[config.mk]
export PLATFORM = sky130hd
export DESIGN_NAME = generador_obstaculos_param_flat
export DESIGN_NICKNAME = d
export VERILOG_FILES = /design/src/rtl/generador_obstaculos_param_if.sv /design/src/rtl/generador_obstaculos_param.sv /design/src/flat_wrapper.sv
export SDC_FILE = /design/constraint.sdc
export NUM_CORES = 1
export LEC_CHECK = 0
export BUFFER_PORTS_ARGS = -buffer_cell sky130_fd_sc_hd__buf_2
export CORE_MARGIN = 5
export CORE_UTILIZATION = 45
export CTS_CLUSTER_DIAMETER = 80
export DETAILED_ROUTE_END_ITERATION = 6
export MAX_ROUTING_LAYER = met4
export PLACE_DENSITY = 0.61
export SYNTH_ARGS = -nofsm -noshare
export SYNTH_HDL_FRONTEND = slang
export SYNTH_SLANG_ARGS = --single-unit
export TNS_END_PERCENT = 1
[constraint.sdc]
create_clock -name clk -period 3.37 [get_ports clk]
set_clock_uncertainty 0.2 [all_clocks]
set_input_delay 0.674 -clock clk [delete_from_list [all_inputs] [get_ports clk]]
set_output_delay 0.674 -clock clk [all_outputs]
set_load 0.02 [all_outputs]
[src/rtl/generador_obstaculos_param_if.sv]
// Game-side bundle for the obstacle generator: FSM/status inputs from the game,
// tick/world/display outputs towards display and collision logic.
interface generador_obstaculos_param_if #(
    parameter int NUM_SLOTS  = 3,
    parameter int SEG_W      = 7,
    parameter int LFSR_W     = 4,
    parameter int NUM_WORLDS = 3
);
    localparam int MUNDO_W = $clog2(NUM_WORLDS + 1);

    logic [2:0]               presente;
    logic [1:0]               W_or_L;
    logic                     bono_tomado;
    logic [SEG_W-1:0]         obstaculo;
    logic                     tick;
    logic [MUNDO_W-1:0]       mundo;
    logic [LFSR_W:0]          tipo_obs;
    logic [NUM_SLOTS*SEG_W-1:0] display_obs;
    logic                     seq_done;

    modport master (
        output presente, W_or_L, bono_tomado, obstaculo,
        input  tick, mundo, tipo_obs, display_obs, seq_done
    );

    modport slave (
        input  presente, W_or_L, bono_tomado, obstaculo,
        output tick, mundo, tipo_obs, display_obs, seq_done
    );
endinterface

[src/rtl/generador_obstaculos_param.sv]
// World-paced obstacle sequencer feeding an N-slot scrolling display.
// Optional OBS_LFSR_RESEED_EN: seed each sequence from a free-running counter.
module generador_obstaculos_param #(
    parameter int                NUM_SLOTS  = 3,
    parameter int                SEG_W      = 7,
    parameter int                LFSR_W     = 4,
    parameter logic [LFSR_W-1:0] LFSR_TAPS  = 4'b1101,
    parameter logic [LFSR_W-1:0] LFSR_SEED  = LFSR_W'(1),
    parameter int                NUM_WORLDS = 3,
    parameter int                BASE_COUNT = 15,
    parameter int                COUNT_STEP = 5,
    parameter int                GAP        = 1,
    parameter int                DIV_BASE   = 18000000,
    parameter int                DIV_DEC    = 2700000,
    parameter logic [2:0]        GAME       = 3'd3
) (
    input logic clk,
    input logic rst,
    generador_obstaculos_param_if.slave bus
);
    localparam int MUNDO_W  = $clog2(NUM_WORLDS + 1);
    localparam int CONTEO_W = $clog2(BASE_COUNT + NUM_WORLDS * COUNT_STEP + 1);
    localparam int PHASE_W  = (GAP > 0) ? $clog2(GAP + 1) : 1;
    localparam int CNT_W    = (DIV_BASE > 2) ? $clog2(DIV_BASE) : 1;
    localparam int DISP_W   = NUM_SLOTS * SEG_W;

    typedef enum logic [1:0] {IDLE, EMIT, BONUS, DONE} state_t;

    logic [CNT_W-1:0]   cnt;
    logic [MUNDO_W-1:0] mundo;
    logic               bono_q;
    logic [31:0]        div_m1;
    logic               tick_i;
    logic               mundo_adv;
    logic               qtick;

    assign div_m1    = 32'(DIV_BASE) - 32'(DIV_DEC) * 32'(mundo) - 32'd1;
    assign tick_i    = (32'(cnt) == div_m1);
    assign mundo_adv = bus.bono_tomado && !bono_q && (mundo < MUNDO_W'(NUM_WORLDS));
    assign qtick     = tick_i && (bus.presente == GAME) && (bus.W_or_L == 2'b00);

    // The world update and the counter clear land on the same edge, so a tick in
    // the edge cycle still belongs to the old period.
    always_ff @(posedge clk) begin
        if (rst) begin
            cnt    <= '0;
            mundo  <= '0;
            bono_q <= 1'b0;
        end else begin
            bono_q <= bus.bono_tomado;
            if (mundo_adv) begin
                mundo <= mundo + MUNDO_W'(1);
                cnt   <= '0;
            end else if (tick_i) begin
                cnt <= '0;
            end else begin
                cnt <= cnt + CNT_W'(1);
            end
        end
    end

    logic [LFSR_W-1:0] seed;
`ifdef OBS_LFSR_RESEED_EN
    logic [LFSR_W-1:0] seed_cnt;

    always_ff @(posedge clk) begin
        if (rst)            seed_cnt <= LFSR_W'(1);
        else if (&seed_cnt) seed_cnt <= LFSR_W'(1);
        else                seed_cnt <= seed_cnt + LFSR_W'(1);
    end

    assign seed = seed_cnt;
`else
    assign seed = LFSR_SEED;
`endif

    state_t              state, state_d;
    logic [DISP_W-1:0]   display, display_d;
    logic [CONTEO_W-1:0] conteo, conteo_d;
    logic [PHASE_W-1:0]  phase, phase_d;
    logic [LFSR_W-1:0]   lfsr, lfsr_d, lfsr_step;
    logic [LFSR_W:0]     tipo, tipo_d;
    logic [MUNDO_W-1:0]  seq_mundo, seq_mundo_d;
    logic [SEG_W-1:0]    top;

    always_comb begin
        lfsr_step = {^(lfsr & LFSR_TAPS), lfsr[LFSR_W-1:1]};
        if (lfsr_step == '0) lfsr_step = LFSR_W'(1);
    end

    // NOTE: every always_comb target gets a default first so no path can infer a latch.
    always_comb begin
        state_d     = state;
        display_d   = display;
        conteo_d    = conteo;
        phase_d     = phase;
        lfsr_d      = lfsr;
        tipo_d      = tipo;
        seq_mundo_d = seq_mundo;
        top         = '0;

        if (bus.presente != GAME) begin
            state_d   = IDLE;
            display_d = '0;
        end else if (qtick) begin
            unique case (state)
                IDLE: begin
                    if (mundo < MUNDO_W'(NUM_WORLDS)) begin
                        conteo_d    = CONTEO_W'(BASE_COUNT + COUNT_STEP * int'(mundo));
                        lfsr_d      = (seed == '0) ? LFSR_W'(1) : seed;
                        phase_d     = '0;
                        seq_mundo_d = mundo;
                        state_d     = EMIT;
                    end
                end
                EMIT: begin
                    if (phase == '0) begin
                        top      = bus.obstaculo;
                        tipo_d   = {1'b0, lfsr};
                        conteo_d = conteo - CONTEO_W'(1);
                    end
                    if (phase == PHASE_W'(GAP)) begin
                        phase_d = '0;
                        lfsr_d  = lfsr_step;
                        if (conteo_d == '0) state_d = BONUS;
                    end else begin
                        phase_d = phase + PHASE_W'(1);
                    end
                end
                BONUS: begin
                    top     = bus.obstaculo;
                    tipo_d  = {1'b1, {LFSR_W{1'b0}}};
                    state_d = DONE;
                end
                DONE: begin
                    // A world change is seen by comparing against the world that was played.
                    if ((mundo != seq_mundo) && (mundo < MUNDO_W'(NUM_WORLDS))) state_d = IDLE;
                end
            endcase
            display_d = {top, display[DISP_W-1:SEG_W]};
        end
    end

    // NOTE: sequential state uses non-blocking assignments only; combinational logic above uses blocking.
    always_ff @(posedge clk) begin
        if (rst) begin
            state     <= IDLE;
            display   <= '0;
            conteo    <= '0;
            phase     <= '0;
            lfsr      <= LFSR_SEED;
            tipo      <= '0;
            seq_mundo <= '0;
        end else begin
            state     <= state_d;
            display   <= display_d;
            conteo    <= conteo_d;
            phase     <= phase_d;
            lfsr      <= lfsr_d;
            tipo      <= tipo_d;
            seq_mundo <= seq_mundo_d;
        end
    end

    assign bus.tick        = tick_i;
    assign bus.mundo       = mundo;
    assign bus.tipo_obs    = tipo;
    assign bus.display_obs = display;
    assign bus.seq_done    = (state == DONE);
endmodule
[src/flat_wrapper.sv]
// flat-port wrapper written by rule: the top's interface ports become plain ports
module generador_obstaculos_param_flat 
#(
    parameter int                NUM_SLOTS  = 3,
    parameter int                SEG_W      = 7,
    parameter int                LFSR_W     = 4,
    parameter logic [LFSR_W-1:0] LFSR_TAPS  = 4'b1101,
    parameter logic [LFSR_W-1:0] LFSR_SEED  = LFSR_W'(1),
    parameter int                NUM_WORLDS = 3,
    parameter int                BASE_COUNT = 15,
    parameter int                COUNT_STEP = 5,
    parameter int                GAP        = 1,
    parameter int                DIV_BASE   = 18000000,
    parameter int                DIV_DEC    = 2700000,
    parameter logic [2:0]        GAME       = 3'd3
)
  (clk, rst, bus_presente, bus_W_or_L, bus_bono_tomado, bus_obstaculo, bus_tick, bus_mundo, bus_tipo_obs, bus_display_obs, bus_seq_done);
  generador_obstaculos_param_if #(.NUM_SLOTS(NUM_SLOTS), .SEG_W(SEG_W), .LFSR_W(LFSR_W), .NUM_WORLDS(NUM_WORLDS)) bus_i ();
  input logic clk;
  input logic rst;
  input wire logic [$bits(bus_i.presente)-1:0] bus_presente;
  input wire logic [$bits(bus_i.W_or_L)-1:0] bus_W_or_L;
  input wire logic [$bits(bus_i.bono_tomado)-1:0] bus_bono_tomado;
  input wire logic [$bits(bus_i.obstaculo)-1:0] bus_obstaculo;
  output wire logic [$bits(bus_i.tick)-1:0] bus_tick;
  output wire logic [$bits(bus_i.mundo)-1:0] bus_mundo;
  output wire logic [$bits(bus_i.tipo_obs)-1:0] bus_tipo_obs;
  output wire logic [$bits(bus_i.display_obs)-1:0] bus_display_obs;
  output wire logic [$bits(bus_i.seq_done)-1:0] bus_seq_done;
  assign bus_i.presente = bus_presente;
  assign bus_i.W_or_L = bus_W_or_L;
  assign bus_i.bono_tomado = bus_bono_tomado;
  assign bus_i.obstaculo = bus_obstaculo;
  assign bus_tick = bus_i.tick;
  assign bus_mundo = bus_i.mundo;
  assign bus_tipo_obs = bus_i.tipo_obs;
  assign bus_display_obs = bus_i.display_obs;
  assign bus_seq_done = bus_i.seq_done;
  generador_obstaculos_param #(.NUM_SLOTS(NUM_SLOTS), .SEG_W(SEG_W), .LFSR_W(LFSR_W), .LFSR_TAPS(LFSR_TAPS), .LFSR_SEED(LFSR_SEED), .NUM_WORLDS(NUM_WORLDS), .BASE_COUNT(BASE_COUNT), .COUNT_STEP(COUNT_STEP), .GAP(GAP), .DIV_BASE(DIV_BASE), .DIV_DEC(DIV_DEC), .GAME(GAME)) u_core (.clk(clk), .rst(rst), .bus(bus_i));
endmodule
* Yosys cells after proc, flatten, opt, wreduce, memory -nomap -nowiden
Index checks and enable logic that the tools add are counted.
** Storage, ports and cells
- Flip-flop bits (word level) :: 68
- Input port bits :: 15
- Output and inout bits :: 30
- Logic and storage cells :: 75
** Operators by class
- Add/subtract/negate cells :: 7
- Multiply operators :: 2
- Order comparisons :: 1
- Eq/ne operators :: 12
- Muxes and demuxes :: 22
- Bitwise gates (word level) :: 1
- Reductions and logical operators :: 20
** Operators by type and width (number)
- 25-bit by 32-bit == test with 1-bit output :: 1
- 32-bit by 1-bit subtractor with 32-bit output, second input constant :: 1
- 5-bit two-way mux :: 6
- 25-bit by 24-bit subtractor with 26-bit output, first input constant :: 1
- 25-bit by 1-bit adder with 25-bit output, second input constant :: 1
- 5-bit case mux with 2 select lines :: 2
- 17-bit by 2-bit multiplier with 19-bit output, first input constant :: 1
- 7-bit case mux with 2 select lines :: 1
- 4-bit two-way mux :: 3
- 4-bit AND reduction :: 3
- 5-bit AND reduction :: 2
- 2-bit two-way mux :: 4
- 2-bit by 1-bit != test with 1-bit output, second input constant :: 4
- 2-bit case mux with 4 select lines :: 1
- 4-bit case mux with 2 select lines :: 1
- 7-bit two-way mux :: 1
- 5-bit adder, first input constant :: 1
- 1-bit logical AND :: 5
- 5-bit logical NOT :: 1
- 3-bit by 2-bit multiplier with 5-bit output, first input constant :: 1
- 5-bit by 1-bit subtractor with 5-bit output, second input constant :: 1
- 2-bit == test, second input constant :: 2
- 2-bit logical NOT :: 2
- 4-bit logical NOT :: 1
- other kinds (16) :: 18

* Longest topological paths before layout
- Word-level depth :: 12
- Gate-level depth with buffers :: 13
- Mapped depth without buffers :: 9

* Least setup slack after synthesis
OpenSTA, ideal clock, no wires.
- Kind :: reg2out
- Start :: register u_core.mundo[0], in the netlist u_core.bus.mundo[0]
- End :: output bus_tick
- Arrival time :: 2.536 ns
- Path slack :: -0.040 ns
- Stages on the path, launching flop included :: 11
- Buffers on the path :: 2
- Cells stage by stage :: dfxtp_1 buf_4 inv_1 ha_1 ha_1 xor2_1 o211ai_1 nor4b_4 nand2_2 buf_2 nor2_1
** Between the ends
- Word-level cells in the longest chain between the ends :: 4
** RTL lines
- from (decl) :: line generador_obstaculos_param.sv:30 : logic [MUNDO_W-1:0] mundo;
- from (signal assigned) :: line generador_obstaculos_param.sv:52 : mundo <= mundo + MUNDO_W'(1);
- 17-bit by 2-bit multiplier with 19-bit output :: line generador_obstaculos_param.sv:37 : assign div_m1 = 32'(DIV_BASE) - 32'(DIV_DEC) * 32'(mundo) - 32'd1;
- 25-bit by 24-bit subtractor with 26-bit output :: line generador_obstaculos_param.sv:37
- 32-bit by 1-bit subtractor with 32-bit output :: line generador_obstaculos_param.sv:37
- via u_core.div_m1[5] :: line generador_obstaculos_param.sv:32 : logic [31:0] div_m1;
- 25-bit by 32-bit == test with 1-bit output :: line generador_obstaculos_param.sv:38 : assign tick_i = (32'(cnt) == div_m1);
- to (decl) :: line flat_wrapper.sv:25 : output wire logic [$bits(bus_i.tick)-1:0] bus_tick;
The timed path passes the listed nets, and every way through them passes these cells.

* Worst setup path in the final report
Ends and elaborated chain as after synthesis.

==> reports/results.ini <==
[placement]
dp.cells=559
place.port_buffers=44
post-place-ws_ns=0.240
hpwl_um=6240
placed_area_um2=3910
finalWeightedCongestion=0.903

[worst_setup_path]
cp_max_fo=4
required_ns=2.50
r2r-end=u_core.cnt[16]
worstSetupEndpointType=output port
r2r_cells=11
start_kind=flip-flop
r2r-start=u_core.bus.mundo[0]
setup.worst_path.end=bus_tick
rrSetupSlack_ns=0.50
crit_type=reg -> out
crit_start=u_core.bus.mundo[0]
cp.arrival_ns=2.31

[synth]
synth_area_um2=3590
synth-edff-count=0
ys.flop_type=dfxtp_1
yosysWarnings=0
netlist_top_cells_area=dfxtp_1 38%, nand4_1 5.4%, nor2_1 5.3%
yosys.area.top_type=dfxtp_1
synth_cell_types=51
synthArstFlopShare_pct=0
yosysSeqAreaShare_pct=37.9
syn_inst=425
ys_ff_latch=68
synth_top_area_share_pct=37.9
postSynthAreaPerCell_um2=8.45
synthesis.nets=454

[detailed_routing]
vias=3139
ant_nets=0
drc_errors=0
via_per_inst=5.45
wl_um=8540
wl_per_cell_um=14.8
first_pass_iters=5
drt_iter0_drc=93

[final_layout]
final_cell_mix=67 x dfxtp_1, 50 x nor2_1, 44 x buf_2, 36 x nand2_1, 31 x nand4_1
finalNetCount=498
syn_to_final_growth_pct=16.2
layoutNonFillerInstCount=576
drive_gt1_share_pct=18.1
antenna_cells=0
final_common_cell=dfxtp_1
stdcell_area_um2=4170
fillers=761
final_core_util_pct=53.7

[power]
vdd.ir_drop.worst_v=0.000253
fin_total_pwr_mw=1.75
p_leak_nw=1.64
p_per_area_nw_per_um2=419

[grt]
grt_pass1_wl_um=14600
grt-ovfl-total=0
antenna_found_initial=0
grt_max_degree=26
grtUsageTotal_pct=18.5
groute.layer.met2.usage_pct=30.8
grt_pass1_vias=3020
gr-usage-met3_pct=4.42
use_met1_pct=22.7
grt_busiest_layer=met2

[timing]
setup_violations=0
post-route-period-util_pct=94.6
min_period_ns=3.19
worst_pin_slew_ns=0.763
tns_ns=0
drv_slew=0
hold_viol_final=0
holdWs_ns=0.263
fmax_mhz=314
layout_setup_ws_ns=0.183
maxSlewHeadroom_pct=49.1

[clocking]
cts_sinks=68
numCtsBuffers=9
htree_levels=3
clk_pin_slew_worst_paths_ns=0.07
cts_root_buffer=clkbuf_8
cts_buffer_depth=2
clk_latency_ns=0.34
hold_buffers=0
cts_tree=yes

[floorplan]
pin_count=45
die_h_um=99.3
die_area_um2=9870
initial_core_util_pct=46.2
num_rows=32
chipWidth_um=99.3
core_um2=7770

[hold_path]
hold_path.class=reg -> reg

[run_status]
outcome=finished, final reports clean

[flow_run]
max_cap_violations=0

==> area by class of cell <==
| type | count | area, um2 | area share (%) |
|---|---|---|---|
| multi-input combinational | 320 | 2080 | 49.7 |
| sequential | 68 | 1360 | 32.7 |
| timing repair buffer | 58 | 325 | 7.80 |
| clock buffer | 13 | 169 | 4.05 |
| tap | 102 | 128 | 3.06 |
| clock inverter | 3 | 67.6 | 1.62 |
| inverter | 12 | 45.0 | 1.08 |
==> state kept, by name, summed over array words and instances, names as in the netlist <==
register	cells
u_core.bus.mundo	2
u_core.cnt	25
u_core.state	2
u_core.seq_mundo	2
u_core.bus.display_obs	21
u_core.bus.tipo_obs	5
u_core.phase	1
u_core.bono_q	1
u_core.lfsr	4
u_core.conteo	5
==> critical path: stages (launching register included) <==
cell and delay, ns:
dfxtp_1 0.34, inv_1 0.12, ha_2 0.24, ha_1 0.32, xor2_1 0.17, o211ai_1 0.15, nor4b_4 0.29, nand2_2 0.12
nor2_2 0.08, buf_2 0.16
==> Yosys cell counts, types with 2 or more instances <==
master and number:
dfxtp_1 68, nor2_1 51, nand2_1 36, nand4_1 31, o21ai_0 27, a21oi_1 20
xnor2_1 18, xor2_1 18, mux2i_1 17, ha_1 14, nand3_1 14, clkbuf_1 12
inv_1 12, and3_1 8, buf_2 6, nand2b_1 5, nor3_1 5, and2_1 4
buf_4 4, nor2b_1 4, o31ai_1 4, and4_1 3, nor3b_1 3, nor4_1 3
or2_2 3, or4b_1 3, a211o_1 2, a31oi_1 2, a41o_1 2, buf_6 2
nand3b_1 2, o41ai_1 2, or3_1 2
==> worst min-delay path by stage <==
stage / startpoint / to / cells past startpoint
2_1_floorplan: u_core.cnt[0] / u_core.cnt[0] / 1
3_3_place_gp: u_core.bus.display_obs[6] / u_core.bus.display_obs[6] / 2
3_5_place_dp: u_core.bus.display_obs[1] / u_core.bus.display_obs[1] / 2
4_1_cts: u_core.bus.display_obs[2] / u_core.bus.display_obs[2] / 2
5_1_grt: u_core.bus.display_obs[1] / u_core.bus.display_obs[1] / 2
6_report: u_core.bus.display_obs[2] / u_core.bus.display_obs[2] / 2
==> where the power goes <==
part | total, mW | leakage [nW] | internal (mW) | switching [mW]
logic | 0.156 | 0.980 | 0.0643 | 0.0921
clock network | 0.778 | 0.116 | 0.478 | 0.300
registers | 0.813 | 0.549 | 0.808 | 0.00476
==> repair_timing <==
| action | CTS | global route |
|---|---|---|
| pin swaps | 0 | 1 |
| endpoints found under the setup margin | 1 | 1 |
| gates resized for setup | 2 | 3 |
| cloned | 0 | 0 |
| buffers inserted | 0 | 1 |
==> per-layer routing <==
| metal | share of wire [%] | wire length [um] |
|---|---|---|
| met5 | 0 | 0 |
| met4 | 1.1 | 97 |
| met3 | 3.9 | 331 |
| met2 | 49 | 4200 |
| met1 | 46 | 3920 |
==> logic make-up after synthesis <==
| logic type | count (synthesis) | synth area share [%] |
|---|---|---|
| AND/OR/NAND/NOR | 183 | 26.7 |
| AO/OA/AOI/OAI | 69 | 11.7 |
| flip-flops | 68 | 37.9 |
| buffers and inverters | 37 | 4.95 |
| XOR/XNOR | 36 | 8.78 |
| multiplexers | 18 | 5.05 |
| adder cells (fa/ha/maj) | 14 | 4.88 |
(Power assumes the default switching activity.)
